**src/rtl/freq_text_render.sv**
```systemverilog
// Frequency readout overlay: converts a captured Hz value to BCD once per frame and
// renders "FREQ:nnnnnnnn HZ" as 5x7 font dots with a fixed two-cycle pixel latency.
module freq_text_render #(
  parameter int unsigned TEXT_X0    = 16,
  parameter int unsigned TEXT_Y0    = 16,
  parameter int unsigned SCALE_LOG2 = 2
) (
  input  logic        clk,
  input  logic        rst,
  input  logic [26:0] freq_hz,
  input  logic        frame_start,
  input  logic [10:0] pix_x,
  input  logic [9:0]  pix_y,
  output logic [7:0]  font_ascii,
  output logic [2:0]  font_row,
  input  logic [4:0]  font_bits,
  output logic        text_on,
  output logic        busy
);

  localparam int unsigned FREQ_W   = 27;
  localparam int unsigned BCD_W    = 32;
  localparam int unsigned CNT_W    = 5;
  localparam int unsigned ITERS    = 27;
  localparam int unsigned MAX_FREQ = 99_999_999;
  localparam int unsigned BOX_W    = 128 << SCALE_LOG2;
  localparam int unsigned BOX_H    = 7 << SCALE_LOG2;
  localparam logic [7:0]  CH_SPACE = 8'h20;
  localparam logic [7:0]  CH_ZERO  = 8'h30;

  typedef enum logic {S_IDLE, S_CONV} state_t;

  state_t             r_state;
  state_t             w_next;
  logic               w_start;
  logic               w_iter;
  logic               w_last;
  logic [FREQ_W-1:0]  r_bin;
  logic [BCD_W-1:0]   r_bcd;
  logic [BCD_W-1:0]   r_disp;
  logic [CNT_W-1:0]   r_cnt;
  logic               r_busy;
  logic [BCD_W-1:0]   w_adj;
  logic [BCD_W-1:0]   w_shifted;
  logic [FREQ_W-1:0]  w_clamped;

  always_ff @(posedge clk) begin
    if (rst) r_state <= S_IDLE;
    else     r_state <= w_next;
  end

  always_comb begin
    w_next = r_state;
    case (r_state)
      S_IDLE: if (frame_start) w_next = S_CONV;
      S_CONV: if (r_cnt == CNT_W'(ITERS - 1)) w_next = S_IDLE;
      default: w_next = S_IDLE;
    endcase
  end

  always_comb begin
    w_start = 1'b0;
    w_iter  = 1'b0;
    w_last  = 1'b0;
    case (r_state)
      S_IDLE: w_start = frame_start;
      S_CONV: begin
        w_iter = 1'b1;
        w_last = (r_cnt == CNT_W'(ITERS - 1));
      end
      default: ;
    endcase
  end

  // Double-dabble step: add 3 to nibbles >= 5, then shift in the next binary MSB
  always_comb begin
    w_adj = r_bcd;
    for (int i = 0; i < 8; i++) begin
      if (r_bcd[4*i +: 4] >= 4'd5) w_adj[4*i +: 4] = r_bcd[4*i +: 4] + 4'd3;
    end
    w_shifted = {w_adj[BCD_W-2:0], r_bin[FREQ_W-1]};
  end

  assign w_clamped = (freq_hz > FREQ_W'(MAX_FREQ)) ? FREQ_W'(MAX_FREQ) : freq_hz;

  // The last iteration's result goes straight to the display so all digits change together
  always_ff @(posedge clk) begin
    if (rst) begin
      r_bin  <= '0;
      r_bcd  <= '0;
      r_disp <= '0;
      r_cnt  <= '0;
      r_busy <= 1'b0;
    end else begin
      r_busy <= (w_next == S_CONV);
      if (w_start) begin
        r_bin <= w_clamped;
        r_bcd <= '0;
        r_cnt <= '0;
      end else if (w_iter) begin
        r_bin <= {r_bin[FREQ_W-2:0], 1'b0};
        r_bcd <= w_shifted;
        r_cnt <= r_cnt + CNT_W'(1);
      end
      if (w_last) r_disp <= w_shifted;
    end
  end

  assign busy = r_busy;

  logic        w_in_box;
  logic [10:0] w_rel_x;
  logic [9:0]  w_rel_y;
  logic [3:0]  w_char;
  logic [2:0]  w_col;
  logic [2:0]  w_row;
  logic [2:0]  w_dig_idx;
  logic [3:0]  w_nib;
  logic [7:0]  w_blank;
  logic [7:0]  w_ascii;
  logic [7:0]  r_font_ascii;
  logic [2:0]  r_font_row;
  logic [2:0]  r_col;
  logic        r_valid;
  logic        r_text_on;
  logic [4:0]  w_dots;

  assign w_in_box = (32'(pix_x) >= TEXT_X0) && (32'(pix_x) < TEXT_X0 + BOX_W) &&
                    (32'(pix_y) >= TEXT_Y0) && (32'(pix_y) < TEXT_Y0 + BOX_H);
  assign w_rel_x   = pix_x - 11'(TEXT_X0);
  assign w_rel_y   = pix_y - 10'(TEXT_Y0);
  assign w_char    = 4'(w_rel_x >> (SCALE_LOG2 + 3));
  assign w_col     = 3'(w_rel_x >> SCALE_LOG2);
  assign w_row     = 3'(w_rel_y >> SCALE_LOG2);
  assign w_dig_idx = 3'(4'd12 - w_char);
  assign w_nib     = r_disp[{w_dig_idx, 2'b00} +: 4];

  // A digit is blanked while it and every more significant digit are zero
  always_comb begin
    w_blank    = '0;
    w_blank[7] = (r_disp[31:28] == 4'd0);
    for (int i = 6; i >= 1; i--) begin
      w_blank[i] = w_blank[i+1] && (r_disp[4*i +: 4] == 4'd0);
    end
  end

  always_comb begin
    w_ascii = CH_SPACE;
    if (w_in_box) begin
      case (w_char)
        4'd0:    w_ascii = 8'h46;
        4'd1:    w_ascii = 8'h52;
        4'd2:    w_ascii = 8'h45;
        4'd3:    w_ascii = 8'h51;
        4'd4:    w_ascii = 8'h3A;
        4'd13:   w_ascii = CH_SPACE;
        4'd14:   w_ascii = 8'h48;
        4'd15:   w_ascii = 8'h5A;
        default: w_ascii = w_blank[w_dig_idx] ? CH_SPACE : (CH_ZERO + {4'h0, w_nib});
      endcase
    end
  end

  // Columns 5..7 shift the glyph fully out, leaving them dark
  assign w_dots = 5'(font_bits << r_col);

  always_ff @(posedge clk) begin
    if (rst) begin
      r_font_ascii <= CH_SPACE;
      r_font_row   <= '0;
      r_col        <= '0;
      r_valid      <= 1'b0;
      r_text_on    <= 1'b0;
    end else begin
      r_font_ascii <= w_ascii;
      r_font_row   <= w_in_box ? w_row : 3'd0;
      r_col        <= w_col;
      r_valid      <= w_in_box;
      r_text_on    <= r_valid && w_dots[4];
    end
  end

  assign font_ascii = r_font_ascii;
  assign font_row   = r_font_row;
  assign text_on    = r_text_on;

endmodule

```
**config.mk**
```make
export PLATFORM = sky130hd
export DESIGN_NAME = freq_text_render
export DESIGN_NICKNAME = d
export VERILOG_FILES = /design/src/rtl/freq_text_render.sv
export SDC_FILE = /design/constraint.sdc
export NUM_CORES = 1
export LEC_CHECK = 0
export CAP_MARGIN = 10
export CORE_MARGIN = 2
export CORE_UTILIZATION = 40
export DETAILED_ROUTE_END_ITERATION = 8
export PLACE_DENSITY = 0.61
export SYNTH_ARGS = -nofsm -noshare
export SYNTH_HDL_FRONTEND = slang
export SYNTH_SLANG_ARGS = --single-unit
```
**constraint.sdc**
```tcl
create_clock -name clk -period 3.17 [get_ports clk]
set_clock_uncertainty 0.2 [all_clocks]
set_input_delay 0.7925 -clock clk [delete_from_list [all_inputs] [get_ports clk]]
set_output_delay 0.7925 -clock clk [all_outputs]
set_load 0.005 [all_outputs]
```
==> impl_metrics.tcl <==
set metrics [dict create \
    status "complete, no violations" \
    cts_tree "built" \
    async_flop_share_pct 0 \
    avgSynthCellArea_um2 8.76 \
    ys_seq_elements 112 \
    yosys_most_used_dff "dfxtp_1" \
    power_mw 3.07 \
    worstSetupEndpointType "register" \
    synth-seq-area-share_pct 38.1 \
    rsz0062_at_grt "true" \
    synth_edf_count 0 \
    layout.nets 807 \
    cts_buffers 9 \
    max-cap-violations 0 \
    clockRootBuffer "clkbuf_16" \
    met1_length_um 6690 \
    leakagePower_nw 2.46 \
    drt-total-wl_um 13600 \
    grt_pass1_vias 4814 \
    intPower_mw 2.22 \
    drt_iter0_drc 331 \
    combinationalPowerShare_pct 14.9 \
    cts_sinks 112 \
    p_seq_share_pct 47.8 \
    setup_viol 0 \
    rows 44 \
    place_inst 899 \
    yosysUniqueCellTypes 50 \
    r2r_slack_ns 1.09 \
    htreeDepth 3 \
    antenna_cells 0 \
    insertion_delay_ns 0.36 \
    holdWs_ns 0.262 \
    min_from "r_valid$_SDFF_PP0_" \
    powerDensity_nw_per_um2 432 \
    ir_worst_vdd_v 0.000290 \
    die_y_um 125 \
    clock_path_buffers 2 \
    crit_required_ns 3.22 \
    antenna_found_initial 0 \
    area_growth_pct 20.7 \
    reg2reg_depth 5 \
    crit_arrival_ns 3.13 \
    worst-slew-pin-transition_ns 0.601 \
    syn_inst 672 \
    viasPerCell 5.40 \
    synth_area_um2 5890 \
    core-area_um2 14500 \
    first_pass_iters 5 \
    hold_violations 0 \
    gr-total-overflow 0 \
    crit_type "primary input to register" \
    drive_above_1_share_pct 10.2 \
    place_area_um2 6730 \
    syn_nets 752 \
    maxSlewViolCount 0 \
    gr-usage-all-layers_pct 17.9 \
    power_frac_clock_pct 37.3 \
    r2r_start "r_disp[24]$_SDFFE_PP0P_" \
    routabilityCongestion 0.810 \
    min_path_cells 1 \
    ios 69 \
    min_period_ns 3.08 \
    layoutNonFillerInstCount 916 \
    p_sw_uw 846 \
    wl_met3_um 619 \
    grt_max_degree 50 \
    maxUsedRoutingLayer "met4" \
    fin_area_um2 7100 \
    place_ws_ns -0.605 \
    r2r_end "font_ascii[4]$_SDFF_PP0_" \
    fin_crit_sh_pct 97.2 \
    setup.worst_path.start_class "primary input" \
    fillCellCount 1341 \
    die_width_um 125 \
    finalWorstSetupSlack_ns 0.0891 \
    die_area_um2 15700 \
    routedWlPerCell_um 14.8 \
    wl_met2_um 6080 \
    fmax_mhz 325 \
    hold_path.class "register to register" \
    hpwlAfterDp_um 9480 \
    numPortBuffers 65 \
    relSlewSlack_pct 59.6 \
    drcViolationCount 0 \
    ys_warn_count 0 \
    crit_fanout 9 \
    initial_core_util_pct 40.7 \
    whs_endpoint "text_on$_SDFF_PP0_" \
    p_sw_share_pct 27.6 \
    grt_pass1_wl_um 23400 \
    vias 4945 \
    clkSlewWorstSetupHoldPaths_ns 0.08 \
    route.antenna.remaining_nets 0 \
]
through the flow:
stage               TNS, ns  util (%)
floorplan                 0         -
global placement      -2.52      46.5
detailed placement    -3.02      46.5
CTS                       0      48.8
global route        -0.0289      49.1
finish                    0      49.1
critical path, stage by stage:
cell and delay, ns:
clkdlybuf4s50_1 0.48, inv_1 0.06, ha_1 0.23, xor2_2 0.19
ha_4 0.38, mux4_2 0.53, mux2_4 0.28, o211ai_1 0.10
a21boi_1 0.09
kinds of logic (layout without fill, tap and decap cells):
kind of cell             after synthesis  after routing  share of synthesized area, %
AO/OA/AOI/OAI                        169            169                          19.4
XOR/XNOR                              20             20                          3.10
adder cells (fa/ha/maj)               24             24                          5.10
buffers and inverters                 68            128                          4.93
flip-flops                           112            112                          38.1
multiplexers                          41             41                          8.97
other                                  1              1                        0.0637
AND/OR/NAND/NOR                      237            237                          20.4
synthesized netlist by cell type, types with 9 or more instances:
| library cell | number | area (um2) |
|---|---|---|
| nor2b_1 | 23 | 144 |
| nand2b_1 | 10 | 62.6 |
| o211ai_1 | 14 | 105 |
| a221oi_2 | 10 | 150 |
| nor2_1 | 64 | 240 |
| nand3_1 | 13 | 65.1 |
| ha_1 | 24 | 300 |
| dfxtp_1 | 112 | 2240 |
| a211oi_1 | 15 | 113 |
| buf_2 | 10 | 50.1 |
| mux2i_1 | 28 | 280 |
| nor4_1 | 9 | 56.3 |
| nor3b_1 | 31 | 233 |
| mux4_2 | 9 | 203 |
| nand2_1 | 67 | 251 |
| clkbuf_1 | 21 | 78.8 |
| inv_1 | 25 | 93.8 |
| a21oi_1 | 77 | 385 |
| xnor2_1 | 14 | 123 |
| a221oi_1 | 9 | 78.8 |
| o21ai_0 | 17 | 85.1 |
power by group through the flow:
stage	clock network, mW	logic [mW]	registers [mW]
after floorplan	0	0.290	1.49
after global placement	0	0.418	1.50
after detailed placement	0	0.431	1.50
after CTS	1.18	0.447	1.47
after global routing	1.23	0.505	1.47
final	1.14	0.456	1.47
worst max-delay path by stage:
stage | start | end | slack, ns | cells after the start
3_3_place_gp | pix_x[5] | font_ascii[2]$_SDFF_PP0_ | -0.51 | 9
6_report | pix_x[4] | font_ascii[1]$_SDFF_PP0_ | 0.09 | 9
5_1_grt | pix_x[4] | font_ascii[1]$_SDFF_PP0_ | -0.03 | 9
2_1_floorplan | pix_x[5] | font_ascii[0]$_SDFF_PP0_ | 0.02 | 10
3_5_place_dp | pix_x[5] | font_ascii[1]$_SDFF_PP0_ | -0.61 | 9
4_1_cts | pix_x[4] | font_ascii[1]$_SDFF_PP0_ | 0.03 | 11
flip-flops by register name (all words and copies together) (netlist names):
register,cells
busy,1
r_cnt,5
r_bcd,32
r_col,3
text_on,1
r_disp,32
font_row,3
font_ascii,7
r_valid,1
r_bin,27
routing by layer:
layer / vias up / track usage [%]
met1: 2311 / 24.5
met3: 13 / 4.15
met4: 0 / 5.16
met5: - / 0
met2: 105 / 28.5
li1: 2516 / -
final cells by class:
type                            count  area [um2]  share of cell area (%)
Clock inverter                      7        76.3                    1.07
Multi-Input combinational cell    492        3420                    48.2
Sequential cell                   112        2250                    31.6
Inverter                           25        93.8                    1.32
Timing Repair Buffer               87         810                    11.4
Tap cell                          184         230                    3.24
Clock buffer                        9         225                    3.17
cells in the final DEF, fill, tap and decap left out, drive strengths merged, types with 10 or more instances in the layout:
cell type      instances
ha                    24
nand2b                10
nand3                 13
xnor2                 14
a211oi                15
o211ai                14
nand2                 67
mux2i                 28
buf                   23
a221oi                19
a21oi                 77
clkdlybuf4s50         63
inv                   28
nor2                  64
dfxtp                112
o21ai                 19
nor3b                 32
nor2b                 23
repair_timing:
item / in CTS / in global routing
gates cloned: 0 / 0
pin swaps: 2 / 2
buffers inserted: 1 / 0
hold buffers: 0 / 0
gates resized for setup: 6 / 6
setup endpoints to repair: 5 / 5
No activity file was read; power rests on OpenSTA's default activity.
